File: src/rtl/if_fetch_stage_pkg.sv
// Shared definitions for the instruction-fetch stage of the 5-stage MIPS pipeline.
//   - IF/ID payload struct and its bubble value
//   - NOP encoding, J opcode, default reset PC
//   - jump_target(): pseudo-direct J-format target from PC+4 and the instruction word
package if_fetch_stage_pkg;

  localparam int unsigned XLEN = 32;
  localparam int unsigned OPC_W = 6;

  localparam logic [XLEN-1:0]  NOP_INSTR        = 32'h0000_0000;
  localparam logic [OPC_W-1:0] OPC_J            = 6'h02;
  localparam logic [XLEN-1:0]  DEFAULT_RESET_PC = 32'h0000_0000;
  localparam logic [XLEN-1:0]  PC_STEP          = 32'd4;
  localparam logic [XLEN-1:0]  WORD_MASK        = 32'hFFFF_FFFC;

  // IF/ID pipeline register contents
  typedef struct packed {
    logic [XLEN-1:0] instr;
    logic [XLEN-1:0] pc4;
    logic            valid;
  } if_id_t;

  localparam if_id_t IF_ID_BUBBLE = '{instr: NOP_INSTR, pc4: 32'h0000_0000, valid: 1'b0};

  // J-format target: upper nibble of PC+4, 26-bit word index, word aligned
  function automatic logic [XLEN-1:0] jump_target(input logic [XLEN-1:0] pc4,
                                                  input logic [XLEN-1:0] instr);
    return (pc4 & 32'hF000_0000) | ((instr & 32'h03FF_FFFF) << 2);
  endfunction

endpackage

File: src/rtl/if_jump_predecode.sv
// Early-jump pre-decoder for the fetch stage.
// Only built with IF_EARLY_JUMP_EN defined; the default build has no use for it.
// Ports:
//   pc4_i        PC+4 of the word being fetched
//   instr_i      word returned by instruction memory
//   is_jump_c_o  combinational: word is a J instruction
//   target_c_o   combinational: J target of that word
`ifdef IF_EARLY_JUMP_EN
module if_jump_predecode
  import if_fetch_stage_pkg::*;
(
  input  logic [XLEN-1:0] pc4_i,
  input  logic [XLEN-1:0] instr_i,
  output logic            is_jump_c_o,
  output logic [XLEN-1:0] target_c_o
);

  // Opcode match on the raw fetch word
  assign is_jump_c_o = (instr_i[31:26] == OPC_J);

  // Target is formed even for non-J words; the caller qualifies it with is_jump_c_o
  assign target_c_o = jump_target(pc4_i, instr_i);

endmodule
`endif

File: src/rtl/if_fetch_stage.sv
// Instruction-fetch stage: owns the PC, drives instruction memory and loads IF/ID.
// Redirects come from ID (taken beq/bne, decoder Jump) and squash the wrong-path fetch.
// Priority: stall > branch > jump > sequential.
// Build option: IF_EARLY_JUMP_EN -- J words are pre-decoded at fetch and redirect the PC
//   with no bubble; id_jump is then ignored.
// Ports:
//   clk, rst_n        clock, synchronous active-low reset
//   imem_addr         instruction address (current PC, combinational)
//   imem_rdata        instruction word read at imem_addr
//   stall             hold PC and IF/ID
//   id_jump           decoder Jump for the word in IF/ID
//   id_branch_taken   ID-resolved taken branch
//   id_branch_target  branch target from ID (bits [1:0] dropped)
//   if_id_instr/pc4/valid  registered IF/ID contents
module if_fetch_stage
  import if_fetch_stage_pkg::*;
#(
  parameter logic [XLEN-1:0] RESET_PC = DEFAULT_RESET_PC
) (
  input  logic            clk,
  input  logic            rst_n,
  output logic [XLEN-1:0] imem_addr,
  input  logic [XLEN-1:0] imem_rdata,
  input  logic            stall,
  input  logic            id_jump,
  input  logic            id_branch_taken,
  input  logic [XLEN-1:0] id_branch_target,
  output logic [XLEN-1:0] if_id_instr,
  output logic [XLEN-1:0] if_id_pc4,
  output logic            if_id_valid
);

  logic [XLEN-1:0] pc_q, pc_d;
  if_id_t          if_id_q, if_id_d;

  logic [XLEN-1:0] pc_plus4_c;
  logic            branch_redir_c;
  logic            jump_redir_c;
  logic [XLEN-1:0] jump_tgt_c;

  // Sequential successor, wraps modulo 2^32
  assign pc_plus4_c = pc_q + PC_STEP;

  // ID redirects only count when IF/ID holds a real instruction
  assign branch_redir_c = if_id_q.valid & id_branch_taken;

`ifdef IF_EARLY_JUMP_EN
  // Jumps are taken at fetch from the word just read
  logic unused_id_jump;
  assign unused_id_jump = id_jump;

  if_jump_predecode u_predecode (
    .pc4_i       (pc_plus4_c),
    .instr_i     (imem_rdata),
    .is_jump_c_o (jump_redir_c),
    .target_c_o  (jump_tgt_c)
  );
`else
  // Jumps are resolved by the decoder for the word sitting in IF/ID
  assign jump_redir_c = if_id_q.valid & id_jump;
  assign jump_tgt_c   = jump_target(if_id_q.pc4, if_id_q.instr);
`endif

  // Next PC and IF/ID selection
  always_comb begin
    pc_d    = pc_q;
    if_id_d = if_id_q;
    if (!stall) begin
      if (branch_redir_c) begin
        pc_d    = id_branch_target & WORD_MASK;
        if_id_d = IF_ID_BUBBLE;
      end else if (jump_redir_c) begin
        pc_d = jump_tgt_c;
`ifdef IF_EARLY_JUMP_EN
        // The J word itself is a real instruction and proceeds down the pipe
        if_id_d = '{instr: imem_rdata, pc4: pc_plus4_c, valid: 1'b1};
`else
        // The word fetched alongside the jump in ID is wrong-path
        if_id_d = IF_ID_BUBBLE;
`endif
      end else begin
        pc_d    = pc_plus4_c;
        if_id_d = '{instr: imem_rdata, pc4: pc_plus4_c, valid: 1'b1};
      end
    end
  end

  // PC and IF/ID registers
  always_ff @(posedge clk) begin
    if (!rst_n) begin
      pc_q    <= RESET_PC;
      if_id_q <= IF_ID_BUBBLE;
    end else begin
      pc_q    <= pc_d;
      if_id_q <= if_id_d;
    end
  end

  assign imem_addr   = pc_q;
  assign if_id_instr = if_id_q.instr;
  assign if_id_pc4   = if_id_q.pc4;
  assign if_id_valid = if_id_q.valid;

endmodule

File: config.mk
export PLATFORM = sky130hd
export DESIGN_NAME = if_fetch_stage
export DESIGN_NICKNAME = d
export VERILOG_FILES = /design/src/rtl/if_fetch_stage_pkg.sv /design/src/rtl/if_jump_predecode.sv /design/src/rtl/if_fetch_stage.sv
export SDC_FILE = /design/constraint.sdc
export NUM_CORES = 1
export LEC_CHECK = 0
export BUFFER_PORTS_ARGS = -buffer_cell sky130_fd_sc_hd__buf_2
export CORE_UTILIZATION = 49
export DETAILED_ROUTE_END_ITERATION = 10
export PLACE_DENSITY = 0.8
export SLEW_MARGIN = 10
export SYNTH_ARGS = -nofsm -noshare
export SYNTH_HDL_FRONTEND = slang
export SYNTH_SLANG_ARGS = --single-unit
File: constraint.sdc
create_clock -name clk -period 2.3 [get_ports clk]
set_input_delay 0.345 -clock clk [delete_from_list [all_inputs] [get_ports clk]]
set_output_delay 0.345 -clock clk [all_outputs]
set_load 0.05 [all_outputs]
; Word-level counts from Yosys, hierarchy flattened
; Cells that the tools add are included.
[totals]
ff_bits = 97
inputBits = 69
out_inout_bits = 97
[classes]
n_addsub = 1
n_mux = 4
bitwise = 3
[ops]
columns = op, n
row1 = $mux W65, 2
row2 = $mux W32, 2
row3 = $add A32 B3 Y32 const B, 1
row4 = $or A32 B28 Y32, 1
row5 = $and A1 B1 Y1, 2

; Depth between registers and ports, before layout
[logic_depth]
word_depth = 3
depth_mapped = 8

; Least setup slack after synthesis
; No wires, ideal clock.
[synth_path]
kind = flip-flop to flip-flop
from = register pc_q[2] (netlist: imem_addr[2])
to = register pc_q[22] (netlist: imem_addr[22])
setup_time_ps = 117
t_arrival_ps = 2334
required_time_ps = 2183
path_slack_ps = -150
stages_incl_launch_ff = 7
synth_period_minus_slack_ps = 2450
path_cell_list = dfxtp_1 > ha_1 > nand4_4 > or4_4 > nor3_1 > nand3_1 > and4b_1
[synth_between]
elab_chain_len = 3
[synth_lines]
columns = item, line
row1 = start: declaration, if_fetch_stage.sv:33  ; logic [XLEN-1:0] pc_q, pc_d;
row2 = start signal: assignment, if_fetch_stage.sv:94  ; pc_q <= pc_d;
row3 = $add A32 B3 Y32, if_fetch_stage.sv:42  ; assign pc_plus4_c = pc_q + PC_STEP;
row4 = $mux W32, if_fetch_stage.sv:72  ; end else if (jump_redir_c) begin
row5 = $mux W32, if_fetch_stage.sv:69  ; if (branch_redir_c) begin
; Every way passes these cells.
; A chain may end at the register's enable or synchronous reset.

; Worst setup path after layout
; Same ends and word-level chain as after synthesis.

==> run summary <==
=====================================================================================
Final Hold Vio Count                                                                0
Pin count of the biggest net entering global routing                               35
Worst setup skew after layout                                               0.0116 ns
Worst path required time                                                      2.56 ns
First-pass GRT wire length                                                  21,600 µm
Synthesis-to-finish area growth                                                 26.6%
Area share of the largest cell type after synthesis                             0.426
Int Pwr                                                                       2.45 mW
Worst EP arrival                                                              2.46 ns
Worst Hold Class                                                            in -> reg
Total power per unit cell area                                             667 nW/µm²
Commonest register cell after synthesis                                       dfxtp_1
Proportion of synthesized flip-flops having asynchronous set or reset               0
Power share of the clock group                                                  0.290
Synth Register Bits                                                                94
Critical path peak fanout                                                           8
Setup CP Type                                                              reg -> reg
Clock root cell                                                              clkbuf_8
Dominant cells by area after synthesis                                   dfxtp_1 43%, a22o_1 7.5%, o21ai_0 6.2%
Count of final setup violators                                                      0
Depth of the worst register-to-register path                                        6
Summed instance area of the synthesized netlist                              4410 µm²
Number of buffers inserted to repair setup after CTS                                0
First drt pass iteration count                                                      6
Total non-filler cell area in the finished layout                            5590 µm²
CTS Sinks                                                                          94
Pre-CTS setup slack                                                          0.115 ns
Max rail drop VDD                                                          0.000347 V
Sum of overflow across all layers after global routing                              0
Most frequent cells in the layout                                        161 x buf_2, 92 x dfxtp_1, 58 x nand2_1
Combinational power share                                                       0.226
Std-Cell Core Area                                                           8720 µm²
Fin worst setup slack                                                       0.0964 ns
Sw Pwr                                                                        1.27 mW
Total power draw                                                              3.72 mW
Setup repair after global routing missed its margin                                no
Distinct cell type count of the synthesized netlist                                57
Routed wire length                                                          13,400 µm
Sequential share of power                                                       0.484
Time the worst path needs with I/O delays and setup                           2.20 ns
Maximum operating frequency                                                   454 MHz
Worst Hold Depth                                                                    2
Worst-margin pin slew                                                         1.15 ns
Number of buffers added on ports                                                  161
Yosys top cell by area                                                        dfxtp_1
Count of maximum capacitance violations                                             0
Clk pin slew, worst setup/hold paths                                          0.09 ns
Cts bufs inserted                                                                   9
Endpoint class of the critical path                                         flip-flop
Share of post-route cells with drive strength above 1                           0.327
Count of warnings emitted by yosys                                                  0
HPWL Detailed                                                                 9840 µm
Depth of the CTS H-tree                                                             3
Die Span X                                                                    96.9 µm
Leakage Power                                                                 2.53 nW
Final antenna diode count                                                           0
Most frequent standard cell in the layout excluding fill and tap cells          buf_2
TritonCTS clock tree                                                            built
Number of standard cells after synthesis                                          506
Slew Limit Fails                                                                    0
Headroom to the max-slew limit                                                  0.233
Number of antenna violations at the first check in global routing                   0
Post-cts sizing count                                                               0
Net count reported at finish                                                      731
First DRT Iteration DRCs                                                          452
Hold buffer count at CTS                                                            0
Insertion delay to the later sink of the worst-skew pair                      0.37 ns
Number of enable flip-flop cells after synthesis                                    0
Number of placement rows                                                           34
Height of the die                                                             96.9 µm
Switching share of power                                                        0.342
Routed via count divided by cell count                                           5.92
Antenna-violating nets left                                                         0
Floorplan die area                                                           9390 µm²
Count of pins on the block boundary                                               166
Vias in the first global route                                                  4,289
Gr usage total                                                                  0.286
Clock Tree Buf Depth                                                                2
Routed via count                                                                4,580
Initial Util                                                                    0.506
Global placement routability congestion                                         0.933
Share of the clock period used by the worst path                                0.958
Post-Syn Area per Cell                                                       8.72 µm²
Run status                                                                  completed
Average detailed-routed wire length per instance                              17.3 µm
Startpoint class of the critical path                                       flip-flop
Number of remaining DRC errors                                                      0
TNS Setup                                                                        0 ns
Proportion of synthesized chip area in sequential cells                         0.426
Total placed instance area                                                   5390 µm²
=====================================================================================
## worst paths after layout
path                                startpoint         endpoint  slack, ns
worst max register to register    imem_addr[2]    imem_addr[22]        0.1
worst min register to register   if_id_pc4[25]    if_id_pc4[25]       0.45
worst min-delay path            imem_rdata[31]  if_id_instr[31]       0.18
worst max-delay path              imem_addr[2]    imem_addr[22]        0.1
## routing by layer
layer,part of all wire,GRT usage
met3,0.090,0.0723
met5,0,0
met2,0.46,0.442
met1,0.43,0.387
met4,0.022,0.0964
## worst max-delay path, cell delays in order, from the launching register on
cell     delay, ns
dfxtp_2       0.42
ha_2          0.26
nand4_4       0.18
or4_4         0.59
nor3_1        0.32
nand3_1       0.14
and4b_1       0.19
## flip-flops by register name, summed over array words and instances (netlist names)
register     cells
if_id_valid      1
if_id_instr     32
if_id_pc4       31
imem_addr       30
## stage by stage
step	std cells	utilization	hold WS, ns
3_5_place_dp	758	0.618	0.438
5_1_grt	774	0.640	0.162
6_report	774	0.640	0.180
2_1_floorplan	507	-	0.471
4_1_cts	774	0.640	0.179
3_3_place_gp	758	0.618	0.430
## synthesized netlist by cell type (all sizes together), types with 5 or more instances
cell type,number
a211oi,6
a21oi,24
a22o,38
and2,7
and3,6
buf,10
clkbuf,34
dfxtp,94
nand2,58
nand3,17
nand4,11
nor2,28
nor2b,5
nor3,10
o21ai,56
or4,5
xnor2,16
xor2,10
## cells by family after synthesis
family                   Yosys count  share of synthesized area
AO/OA/AOI/OAI                    177                      0.277
XOR/XNOR                          26                     0.0516
adder cells (fa/ha/maj)            1                    0.00283
buffers and inverters             48                     0.0445
flip-flops                        94                      0.426
other                              1                   0.000850
AND/OR/NAND/NOR                  159                      0.197
## cell type report
cell class              instances  area (µm²)
flip-flops and latches         94        1880
inverters                       4        15.0
fillers                       771        3140
well taps                     108         135
clock buffers                  12         165
multi-input cells             365        2340
repair buffers                187        1010
clock inverters                 4        30.0
## power by group through the flow
| stage | combinational, mW | sequential [mW] | clock [mW] |
|---|---|---|---|
| after floorplan | 0.276 | 2.13 | 0 |
| after global routing | 0.886 | 1.82 | 1.17 |
| after global placement | 0.817 | 1.83 | 0 |
| final | 0.840 | 1.80 | 1.08 |
| after detailed placement | 0.830 | 1.84 | 0 |
| after CTS | 0.833 | 1.80 | 1.08 |
(Power assumes the default switching activity.)
